[src/rtl/crc32_parallel_engine.sv]
// Registered parallel CRC-32 engine (polynomial 0x04C11DB7, MSB-first).
// Folds 1..8 right-aligned 32-bit DWs per enabled cycle into the running
// CRC, or into a freshly loaded seed. Output is the raw register: no final
// XOR, no reflection and no byte swap. Those steps are applied downstream.
module crc32_parallel_engine #(
    parameter int DATA_WIDTH   = 256,
    parameter int LENGTH_WIDTH = 4,
    parameter int POLY_WIDTH   = 32
) (
    input  logic                    CRC_i_CLK,
    input  logic                    CRC_i_RST,
    input  logic [DATA_WIDTH-1:0]   CRC_i_Message,
    input  logic [LENGTH_WIDTH-1:0] CRC_i_Length,
    input  logic                    CRC_i_EN,
    input  logic [POLY_WIDTH-1:0]   CRC_i_Seed,
    input  logic                    CRC_i_Seed_Load,
    output logic [POLY_WIDTH-1:0]   CRC_o_CRC
);

    localparam int                    NUM_DW   = DATA_WIDTH / 32;
    localparam logic [POLY_WIDTH-1:0] POLY     = 32'h04C11DB7;
    localparam logic [LENGTH_WIDTH:0] NUM_DW_L = (LENGTH_WIDTH + 1)'(NUM_DW);

    logic [POLY_WIDTH-1:0]   crc_q;
    logic [POLY_WIDTH-1:0]   crc_d;
    logic [POLY_WIDTH-1:0]   start_crc;
    logic [POLY_WIDTH-1:0]   folded_crc;
    logic [LENGTH_WIDTH:0]   len_ext;
    logic [LENGTH_WIDTH:0]   len_eff;

    // Absorb one 32-bit DW, bit 31 first, exactly as the serial LFSR would.
    function automatic logic [POLY_WIDTH-1:0] fold_dw(
        input logic [POLY_WIDTH-1:0] crc_in,
        input logic [31:0]           dw
    );
        logic [POLY_WIDTH-1:0] c;
        logic                  fb;
        c = crc_in;
        for (int b = 31; b >= 0; b--) begin
            fb = c[POLY_WIDTH-1] ^ dw[b];
            c  = {c[POLY_WIDTH-2:0], 1'b0} ^ (fb ? POLY : '0);
        end
        return c;
    endfunction

    // Clamp the DW count to the bus capacity.
    always_comb begin
        len_ext = {1'b0, CRC_i_Length};
        len_eff = (len_ext > NUM_DW_L) ? NUM_DW_L : len_ext;
    end

    // Fold the valid DWs, highest index first, so the first bit absorbed is
    // bit L*32-1 and the last is bit 0. DWs at or above L are skipped, which
    // makes the result a length-selected chain of the unrolled steps.
    always_comb begin
        start_crc  = CRC_i_Seed_Load ? CRC_i_Seed : crc_q;
        folded_crc = start_crc;
        for (int dw = NUM_DW - 1; dw >= 0; dw--) begin
            if ((LENGTH_WIDTH + 1)'(dw) < len_eff) begin
                folded_crc = fold_dw(folded_crc, CRC_i_Message[dw*32 +: 32]);
            end
        end
    end

    // Next-state selection: fold data, load seed only, or hold.
    always_comb begin
        crc_d = crc_q;
        if (CRC_i_EN) begin
            if (len_eff != '0) begin
                crc_d = folded_crc;
            end else if (CRC_i_Seed_Load) begin
                crc_d = CRC_i_Seed;
            end
        end
    end

    // CRC register; reset discards any partial message.
    always_ff @(posedge CRC_i_CLK) begin
        if (CRC_i_RST) begin
            crc_q <= '1;
        end else begin
            crc_q <= crc_d;
        end
    end

    assign CRC_o_CRC = crc_q;

endmodule

[config.mk]
export PLATFORM = sky130hd
export DESIGN_NAME = crc32_parallel_engine
export DESIGN_NICKNAME = d
export VERILOG_FILES = /design/src/rtl/crc32_parallel_engine.sv
export SDC_FILE = /design/constraint.sdc
export NUM_CORES = 1
export LEC_CHECK = 0
export BUFFER_PORTS_ARGS = -buffer_cell sky130_fd_sc_hd__buf_2
export CAP_MARGIN = 20
export CORE_UTILIZATION = 56
export CTS_CLUSTER_DIAMETER = 40
export DETAILED_ROUTE_END_ITERATION = 12
export MAX_ROUTING_LAYER = met4
export PLACE_DENSITY = 0.84
export SKIP_LAST_GASP = 1
export SYNTH_ARGS = -nofsm -noshare
export SYNTH_HDL_FRONTEND = slang
export SYNTH_SLANG_ARGS = --single-unit
[constraint.sdc]
create_clock -name CRC_i_CLK -period 36.3 [get_ports CRC_i_CLK]
set_input_delay 7.26 -clock CRC_i_CLK [delete_from_list [all_inputs] [get_ports CRC_i_CLK]]
set_output_delay 7.26 -clock CRC_i_CLK [all_outputs]
set_load 0.01 [all_outputs]
==> results of run 1 <==
kinds of logic after synthesis:
family                 count (synthesis)
AO/OA/AOI/OAI                        249
XOR/XNOR                            2271
buffers and inverters                 85
flip-flops                            32
multiplexers                         128
AND/OR/NAND/NOR                      242
per-stage QoR:
| step | utilization, % | setup WS, ns |
|---|---|---|
| 2_1_floorplan | - | 6.451 |
| 3_3_place_gp | 61.49 | 0.3482 |
| 3_5_place_dp | 61.49 | 0.1725 |
| 4_1_cts | 61.77 | 0.2840 |
| 5_1_grt | 61.90 | 0.03825 |
| 6_report | 61.91 | 0.3288 |
synthesized netlist by cell type, drive strengths merged, types with 4 or more instances:
| cell type | number |
|---|---|
| o21a | 5 |
| o21ai | 102 |
| nor3 | 9 |
| xor3 | 115 |
| nor2 | 112 |
| a21oi | 113 |
| mux2 | 14 |
| nor2b | 4 |
| nand3 | 8 |
| buf | 29 |
| a22oi | 4 |
| a21o | 4 |
| xor2 | 455 |
| nand2 | 92 |
| xnor3 | 669 |
| dfxtp | 32 |
| a31oi | 5 |
| inv | 6 |
| mux2i | 114 |
| xnor2 | 1032 |
| clkbuf | 49 |
repair_timing:
item                                    4_1_cts  5_1_grt
gates resized for setup                       0        3
endpoints found under the setup margin        0       30
setup buffers                                 0        4
worst max-delay path, delay by kind of cell:
| kind | cells | cell delay (ns) |
|---|---|---|
| AND/OR/NAND/NOR | 1 | 0.07 |
| buffers and inverters | 2 | 1.05 |
| multiplexers | 4 | 1.14 |
| AO/OA/AOI/OAI | 5 | 1.83 |
| XOR/XNOR | 52 | 24.67 |
layout make-up:
type	instances	area, µm²	share of cell area [%]
Multi-Input combinational cell	2890	36890	89.82
Timing Repair Buffer	403	2232	5.435
Tap cell	864	1081	2.632
Sequential cell	32	640.6	1.560
Clock buffer	7	152.6	0.3717
Clock inverter	1	30.03	0.07312
Inverter	7	26.28	0.06398
Antenna cell	8	20.02	0.04875
path summary, 6_finish.rpt:
kind                                       from             to  slack (ns)  depth (start not counted)
worst min-delay path              CRC_o_CRC[17]  CRC_o_CRC[17]        0.54                          2
worst min register to register    CRC_o_CRC[17]  CRC_o_CRC[17]        0.54                          2
worst max-delay path            CRC_i_Seed_Load   CRC_o_CRC[6]        0.33                         64
worst max register to register    CRC_o_CRC[19]   CRC_o_CRC[6]        8.12                         62
layer usage:
metal | global-route usage, % | wire (µm)
met1 | 49.36 | 48800
met4 | 15.45 | 6288
met5 | - | 0
met3 | 8.767 | 15220
met2 | 57.57 | 56980
==> metrics list, run 1 <==
* Adder-cell share of the synthesized area: 0%
- The initial utilization of the core area, before any placement, comes to roughly 57%.
- Final critical-path share of the clock period: 99.09%
* Instance area after placement: around 40000 µm²
- In this design, the stage delay of the slowest critical-path cell is 0.94 ns.
- Most common cell after layout, fill and taps aside: sky130_fd_sc_hd__xnor2_1
- Starting DRT DRC Count: 2950
* Total of max-cap violations: 0
- The worst setup path is captured at a register.
* Highest-count cells in the layout ignoring fill and taps: sky130_fd_sc_hd__xnor2_1, sky130_fd_sc_hd__xnor3_1, sky130_fd_sc_hd__xor2_1
- Post-detailed-route DRC marker count: 0
* CP Data Arrival Time: 36.14 ns
- Pin placement for this block handled between 300 and 400 I/O pins.
- Clock skew on the completed layout was measured at 0.005981 ns.
- The max-slew violation total from the final report was 0.
- Maximum clock path buffer count: 2
- Relative to the synthesized area, the layout overhead comes to 8.520%.
- Height of the die: 262.0 µm
* Last weighted congestion value of the routability-driven placer: 1.043
* Max reg flops: 32
* Per-cell routed wire length: 30.22 µm
* Detailed Place HPWL: 107.9 mm
- A synthesized cell averages 12.59 µm².
- After Yosys synthesis, and, or, nand and nor cells account for under 10% of the synthesized area.
* Syn. warnings: 0
- Net count after synthesis: 3303
- Share of cells above drive strength 1: 21.41%
* Count of different cell masters after synthesis: 63
- The initial antenna violation count was 7.
- The floorplan has 94 rows.
- Pin count of the biggest net entering global routing: between 40 and 50
* Number of setup violations in the final report: 0
* Width of the die: 262.0 µm
* Result of the run: finished, final reports clean
- Dpl cells: 4191
- First-pass DRT Iterations: 5
* IO Port Bufs: 327
- Class of the tightest hold or removal check: reg -> reg
* TritonCTS Buffers: 5
* Clock latency of the later-clocked register in the worst-skew pair: 0.28 ns
- Overall via count from detail_route: 25100
* Share of async-settable or async-resettable flops after synthesis: 0%
* Max Clock Freq: 27.80 MHz
- The clock drives 32 sinks.
- Top cell type by total area after synthesis: sky130_fd_sc_hd__xnor3_1
- Number of standard cells in the layout, taps in and fillers out: 4212
- Global routing used 38.05% of the available tracks.
* Category of the most critical setup path: in -> reg
- Fill cells in the final layout number 5248.
* Complex-gate fraction of the synthesized area: 3.997%
* Largest family of logic cells by synthesized area: XOR/XNOR gates
- Tightest hold margin: 0.5426 ns
* RSZ-0062 raised after global routing: false
- For the pin with the worst max-slew slack, the measured transition is 1.143 ns.
* Synthesized-area fraction occupied by xor and xnor cells: 86.53%
- Crit-path most repeated cell: sky130_fd_sc_hd__xnor3_1
- Synthesized flop and latch total: 32
* Core ar.: around 66000 µm²
- Area of the die: 68620 µm²
- Final Instance Area: 41070 µm²
- Of the post-synthesis cell area, the part taken by muxes is between 4 and 5%.
- Slowest-stage cell, CP: sky130_fd_sc_hd__xnor2_1
- Counting every instance in the synthesized netlist gives 3007.
- In this run, synthesis inferred 0 flip-flops with an integrated enable.
* Remaining antenna violation count: 0
- Final critical delay including setup and external delays: 35.97 ns
* Netlist area before placement: 37840 µm²
* Wire length reported by the detailed router: 127.3 mm
- Final Hold Fails: 0
* TritonCTS clock tree: done
- For this run, the leading register cell type out of synthesis is sky130_fd_sc_hd__dfxtp_1.
- H-tree Lvls: 2
* CTS root buffer: sky130_fd_sc_hd__clkbuf_16
- Sequential cells were found to cover under 10% of the synthesized design area.
- Crit Path Max Fanout: 22
- Sum Neg Setup Slack: 0 ns
- STA puts the critical path data required time at approximately 36 ns.
- The via count of the first global-routing pass is around 25000.
- Hold bufs inserted after CTS: 0
* Kind of launch point of the worst setup path: input pin
- Wire length of the first global-routing pass: 179.6 mm
- The synthesized design devotes to its leading area cell type a little under two fifths of total area.
- Number of nets in the layout: 3635
- Clock slew seen by the registers of the worst setup and hold paths: 0.05 ns
- Congestion Overflow GR: 0
* Leading post-synthesis cells by cell area: sky130_fd_sc_hd__xnor3_1, sky130_fd_sc_hd__xnor2_1, sky130_fd_sc_hd__xor2_1
- Headroom to the max-slew limit came out at 21.65%.
- Via count normalized by instance count: 5.958
Power of run 1 is not shown: default switching activity piles up to over one toggle a cycle in this logic, so the estimate is an artifact.
==> run 2, diff against run 1 <==
Settings changed: CAP_MARGIN 20 to 30.
Clock period 36.3 ns to 42.3 ns, I/O delays scaled along.
==> run 2 against run 1 <==
Register-to-register slack better by 6.1 ns. Sequential share of layout area barely moved. Routed wire length shrank 0.66%.
==> metrics list, run 2 (synthesis gave the netlist of run 1 again) <==
- At the later pin of the worst-skew pair, clock insertion delay measures between 0.2 and 0.3 ns.
- Counting I/O delays and the setup requirement, the final critical path takes 36.94 ns.
* Final critical-path share of the clock period: 87.33%
* Pin count of the biggest net entering global routing: 49
- In the layout the commonest cells are sky130_fd_sc_hd__xnor2_1, sky130_fd_sc_hd__xnor3_1, sky130_fd_sc_hd__xor2_1.
- The tree built by TritonCTS fans out to 32 sinks.
- The most numerous cell type found on the critical path is sky130_fd_sc_hd__xnor3_1.
- Clock-pin slew was measured on the worst setup and hold paths at approximately 0.050 ns.
- Among all stages on the critical path, the largest delay is contributed by sky130_fd_sc_hd__mux2i_1.
- Starting DRT DRC Count: between 2000 and 3000
- Headroom to the max-slew limit came out at a little under a quarter.
- Counting instances, the worst hold path has a depth of 2.
- For the worst flop-to-flop path, the logic depth is 63.
- At the end of routability-driven placement, the weighted congestion stood at 1.061.
- The worst setup path is captured at a register.
- Worst flop-to-flop path startpoint: CRC_o_CRC[25]
- Per-cell routed wire length: 30.11 µm
- The flow ran to the end, and the final reports show no timing, DRC or antenna violations.
* Max Clock Freq: ~27 MHz
- Width of the die: between 200 and 300 µm
- Data on the critical path arrives at its endpoint at 37.11 ns.
* Worst-Margin Slew: 1.129 ns
- TritonCTS built the clock tree.
- Worst clock skew on the final layout: 0.007927 ns
- The register with the most flip-flops in the layout has 32 of them.
- Once the clock tree was built, the setup fixing pass inserted 0 buffers.
- After detailed routing, the number of remaining DRC violations is 0.
- IO Port Bufs: between 300 and 400
* Fillers: approximately 5300
- Wires add up to 126.4 mm.
- In this run the most critical hold path is launched from CRC_o_CRC[18].
- Via count normalized by instance count: a little under 6
* Count of pins on the block boundary: 328
- In this run the remaining antenna-violating nets after routing total 0.
* Maximum clock path buffer count: 2
* First-pass DRT Iterations: 5
- Once the floorplan was initialized, standard cells occupied a little under three fifths of the core.
- The worst hold path terminates at CRC_o_CRC[18].
* Row Count: 94
- RSZ-0062 raised after global routing: false
- After clock tree synthesis, the repair step resized 0 gates.
* Required time of the critical path: roughly 42 ns
- Congestion Overflow GR: 0
- In the final timing run, aggregate negative setup slack is 0 ns.
- Endpoint of the lowest-slack register-to-register path: CRC_o_CRC[16]
- The max-slew violation total from the final report was 0.
- Buffers inserted during clock tree synthesis total 5.
- Kind of launch point of the worst setup path: input pin
- Slack of the worst reg-to-reg path: 14.18 ns
- The die is 262.0 µm tall.
- Detailed Place HPWL: 106.7 mm
- The via count of the first global-routing pass is 24700.
- Area growth from synthesis to layout: 8.117%
* Core ar.: 66330 µm²
- Hold bufs inserted after CTS: 0
- CTS root buffer: sky130_fd_sc_hd__clkbuf_16
- By startpoint and endpoint, the worst setup path is classified as in -> reg.
- Setup violations remaining at the end of the flow were counted as 0.
* Total global routing track utilization: 37.82%
* Final Hold Fails: 0
* H-tree Lvls: 2
- Across the run, the number of max-cap violations was 0.
- Area of the die: 68620 µm²
- Share of cells above drive strength 1: 20.93%
- The detailed router placed 25000 vias in this run.
- The first global-routing pass estimated 177.7 mm of wire.
- Number of antenna violations at the first check in global routing: 10
- Number of nets in the layout: roughly 3600
- The library cell used most frequently in the layout, excluding fill and tap cells, is sky130_fd_sc_hd__xnor2_1.
- Crit Path Max Fanout: 34
- The worst hold path belongs to the class reg -> reg.
- For this run, the slowest stage of the critical path takes ~0.90 ns.
==> run 2: cell count changes in the layout (fill, tap and decap cells not counted), moves of 2 or more <==
cell and change:
sky130_fd_sc_hd__buf_12 -2, sky130_fd_sc_hd__buf_4 -13, sky130_fd_sc_hd__diode_2 +2, sky130_fd_sc_hd__mux2i_1 +3, sky130_fd_sc_hd__mux2i_2 -3
==> run 2: worst max-delay path by stage <==
stage,to,start,slack [ns]
floorplan,CRC_o_CRC[6],CRC_i_Seed_Load,11.25
global placement,CRC_o_CRC[16],CRC_i_Seed_Load,5.65
detailed placement,CRC_o_CRC[16],CRC_i_Seed_Load,5.78
CTS,CRC_o_CRC[16],CRC_i_Seed_Load,5.95
global route,CRC_o_CRC[14],CRC_i_Seed_Load,4.87
finish,CRC_o_CRC[16],CRC_i_Seed_Load,5.36
==> run 2: final cells by class <==
type	instances	area, µm²	share of cell area [%]
tap	864	1081	2.642
inverter	7	26.28	0.06422
multi-input combinational	2890	36870	90.11
timing repair buffer	389	2122	5.186
clock inverter	1	7.507	0.01835
clock buffer	7	142.6	0.3486
sequential	32	640.6	1.566
antenna	10	25.02	0.06116
==> run 2: critical path, delay by kind of cell <==
kind                      cells  cell delay [ns]
xor gates and xnor gates     51            22.89
muxes                         6             2.88
buffers and inverters         3             1.07
AOI/OAI and AO/OA             3             0.91
and+or+nand+nor               2             0.72
==> run 2: through the flow <==
stage	utilization, %	area (µm²)	hold WS, ns	instances	worst slack (ns)
after global routing	61.68	40920	0.5787	4200	4.874
after CTS	61.64	40890	0.5557	4190	5.946
final	61.68	40920	0.5517	4200	5.361
after detailed placement	61.42	40740	0.5383	4182	5.783
after floorplan	-	37840	0.5177	3007	11.25
after global placement	61.36	40710	0.5236	4180	5.653
==> run 2: layer usage <==
layer,share of wire [%],track usage (%),vias to the layer above
met4,4.9,15.08,0
li1,-,-,10870
met5,0,-,-
met2,45,57.08,1531
met3,12,8.970,268
met1,39,49.12,12330
Power of run 2 is left out for the same reason.
==> run 3, diff against run 2 <==
==> constraint.sdc (replaced) <==
create_clock -name CRC_i_CLK -period 42.3 [get_ports CRC_i_CLK]
set_input_delay 4.23 -clock CRC_i_CLK [delete_from_list [all_inputs] [get_ports CRC_i_CLK]]
set_output_delay 4.23 -clock CRC_i_CLK [all_outputs]
set_load 0.01 [all_outputs]
==> run 3 against run 2 <==
Clock-buffer cell count shrank 1. Sequential share of layout area is essentially flat. Critical path type unchanged. Largest cell class unchanged. Routed wire length grew 0.30%. Final cell count is essentially flat. Highest routed layer unchanged. Clock skew shrank 0.0036 ns. Global-route usage is essentially flat.
==> metrics list, run 3 (synthesis gave the netlist of run 1 again) <==
- Global routing's busiest layer: met2
* Row Count: 94
* Last weighted congestion value of the routability-driven placer: 1.044
* CP Data Arrival Time: 33.35 ns
- Data on the critical path is required at its endpoint by 42.47 ns.
- Overall via count from detail_route: 25080
* Class of the tightest hold or removal check: reg -> reg
- TritonCTS Buffers: 5
- TritonCTS clock tree: done
* Max Clock Freq: 30.14 MHz
* Congestion Overflow GR: 0
- Result of the run: finished, final reports clean
- Category of the most critical setup path: in -> reg
- The total area inside the core boundary comes to 66330 µm².
- Fraction of met2 tracks used by global routing: 57.93%
* Total global routing track utilization: 37.86%
- The first global-routing pass estimated 178.4 mm of wire.
- After detailed routing, the number of remaining DRC violations is 0.
* CTS root buffer: sky130_fd_sc_hd__clkbuf_16
* Number of antenna violations at the first check in global routing: 9
- Most common cell after layout, fill and taps aside: sky130_fd_sc_hd__xnor2_1
* Worst-Margin Slew: 1.156 ns
- Final critical delay including setup and external delays: 33.18 ns
- Maximum clock path buffer count: 2
- Of all nets on the critical path, the largest fanout is 34.
- CP bufs+invs: 2
- Buffers inserted during post-CTS setup optimization: 0
- Buffers inserted to repair hold after CTS numbered 0.
- Fill cells in the final layout number 5290.
* Height of the die: 262.0 µm
* H-tree Lvls: 2
* Via count normalized by instance count: 5.975
* Kind of end point of the critical path: register
- The most numerous cell type found on the critical path is sky130_fd_sc_hd__xnor3_1.
* Total of max-cap violations: 0
- Global routing consumed, on the met3 layer, between 8 and 9% of the routing resources.
- Clock-pin slew was measured on the worst setup and hold paths at 0.06 ns.
- Total of cells resized after clock tree synthesis: 0
- The worst setup path is launched from an input pin.
* Slowest-stage cell, CP: sky130_fd_sc_hd__mux2i_4
- Count of pins on the block boundary: 328
- The first detailed-routing pass took 5 iterations.
- The top cell types in the final layout, fill and taps aside, are sky130_fd_sc_hd__xnor2_1, sky130_fd_sc_hd__xnor3_1, sky130_fd_sc_hd__xor2_1.
- Detailed Place HPWL: 107.1 mm
* Final Hold Fails: 0
- Number of setup violations in the final report: 0
- The final critical path takes up around 78% of the cycle.
- Max reg flops: 32
- Area growth from synthesis to layout: 8.057%
- For the final routed database, the setup TNS stands at 0 ns.
- Max-slew headroom at the worst pin: 20.70%
* Worst clock skew on the final layout: approximately 0.0043 ns
- At the end of the flow, the number of nets in the layout was 3620.
- Number of slew-limit violations in the final report: 0
* Width of the die: 262.0 µm
- The clock net in this run drives a total of 32 sinks.
* Top cell family by delay on the critical path: XOR/XNOR gates
- For this configuration, the core starts out at a cell density of 57.05%.
* Area of the die: 68620 µm²
- For this block, the initial DRC count from the detailed router was 3047.
* Per-cell routed wire length: 30.22 µm
* Remaining antenna violation count: 0
- For this run, the slowest stage of the critical path takes 0.91 ns.
* Met1 track demand over resource in global routing: approximately half
* Pin count of the biggest net entering global routing: 49
- The via count of the first global-routing pass was 24800.
* RSZ-0062 raised after global routing: false
* Wire length reported by the detailed router: between 100 and 150 mm
- Share of cells above drive strength 1: 20.96%
- The count of buffers added on input and output ports is 327.
* Clock latency of the later-clocked register in the worst-skew pair: 0.28 ns
-- run 3: metrics by stage --
stage	util (%)	hold slack (ns)	std cells	worst slack (ns)	cell area, µm²
2_1_floorplan	-	0.5177	3007	15.48	37840
3_3_place_gp	61.32	0.5337	4176	9.463	40680
3_5_place_dp	61.38	0.5439	4180	9.527	40710
4_1_cts	61.60	0.5561	4188	9.712	40860
5_1_grt	61.65	0.5784	4197	8.673	40890
6_report	61.65	0.5474	4197	9.121	40890
-- run 3: worst paths after layout --
check	from	to	slack [ns]	depth (start not counted)
worst max register to register	CRC_o_CRC[25]	CRC_o_CRC[16]	13.67	62
worst min register to register	CRC_o_CRC[21]	CRC_o_CRC[21]	0.55	2
worst max-delay path	CRC_i_Seed_Load	CRC_o_CRC[16]	9.12	64
worst min-delay path	CRC_o_CRC[21]	CRC_o_CRC[21]	0.55	2
-- run 3: final cells by class --
class / count / area, µm² / share of cell area [%]
multi-input cells: 2890 / 36870 / 90.17
clock buffers: 6 / 138.9 / 0.3396
inverters: 7 / 26.28 / 0.06425
diodes: 8 / 20.02 / 0.04896
repair buffers: 388 / 2102 / 5.140
clock inverters: 2 / 10.01 / 0.02448
well taps: 864 / 1081 / 2.644
flip-flops and latches: 32 / 640.6 / 1.567
-- run 3: worst reg2reg max path, delay by kind of cell, from the launching register on --
| family | cells | cell delay, ns |
|---|---|---|
| AOI/OAI and AO/OA | 5 | 1.44 |
| xor gates and xnor gates | 51 | 24.41 |
| DFF | 1 | 0.36 |
| muxes | 4 | 2.12 |
| and+or+nand+nor | 2 | 0.15 |
-- run 3: routing by layer --
metal | vias up | routed length (µm)
li1 | 10870 | -
met1 | 12360 | 48720
met2 | 1579 | 57320
met3 | 274 | 14840
met4 | 0 | 5940
met5 | - | 0
Power of run 3 is left out for the same reason.
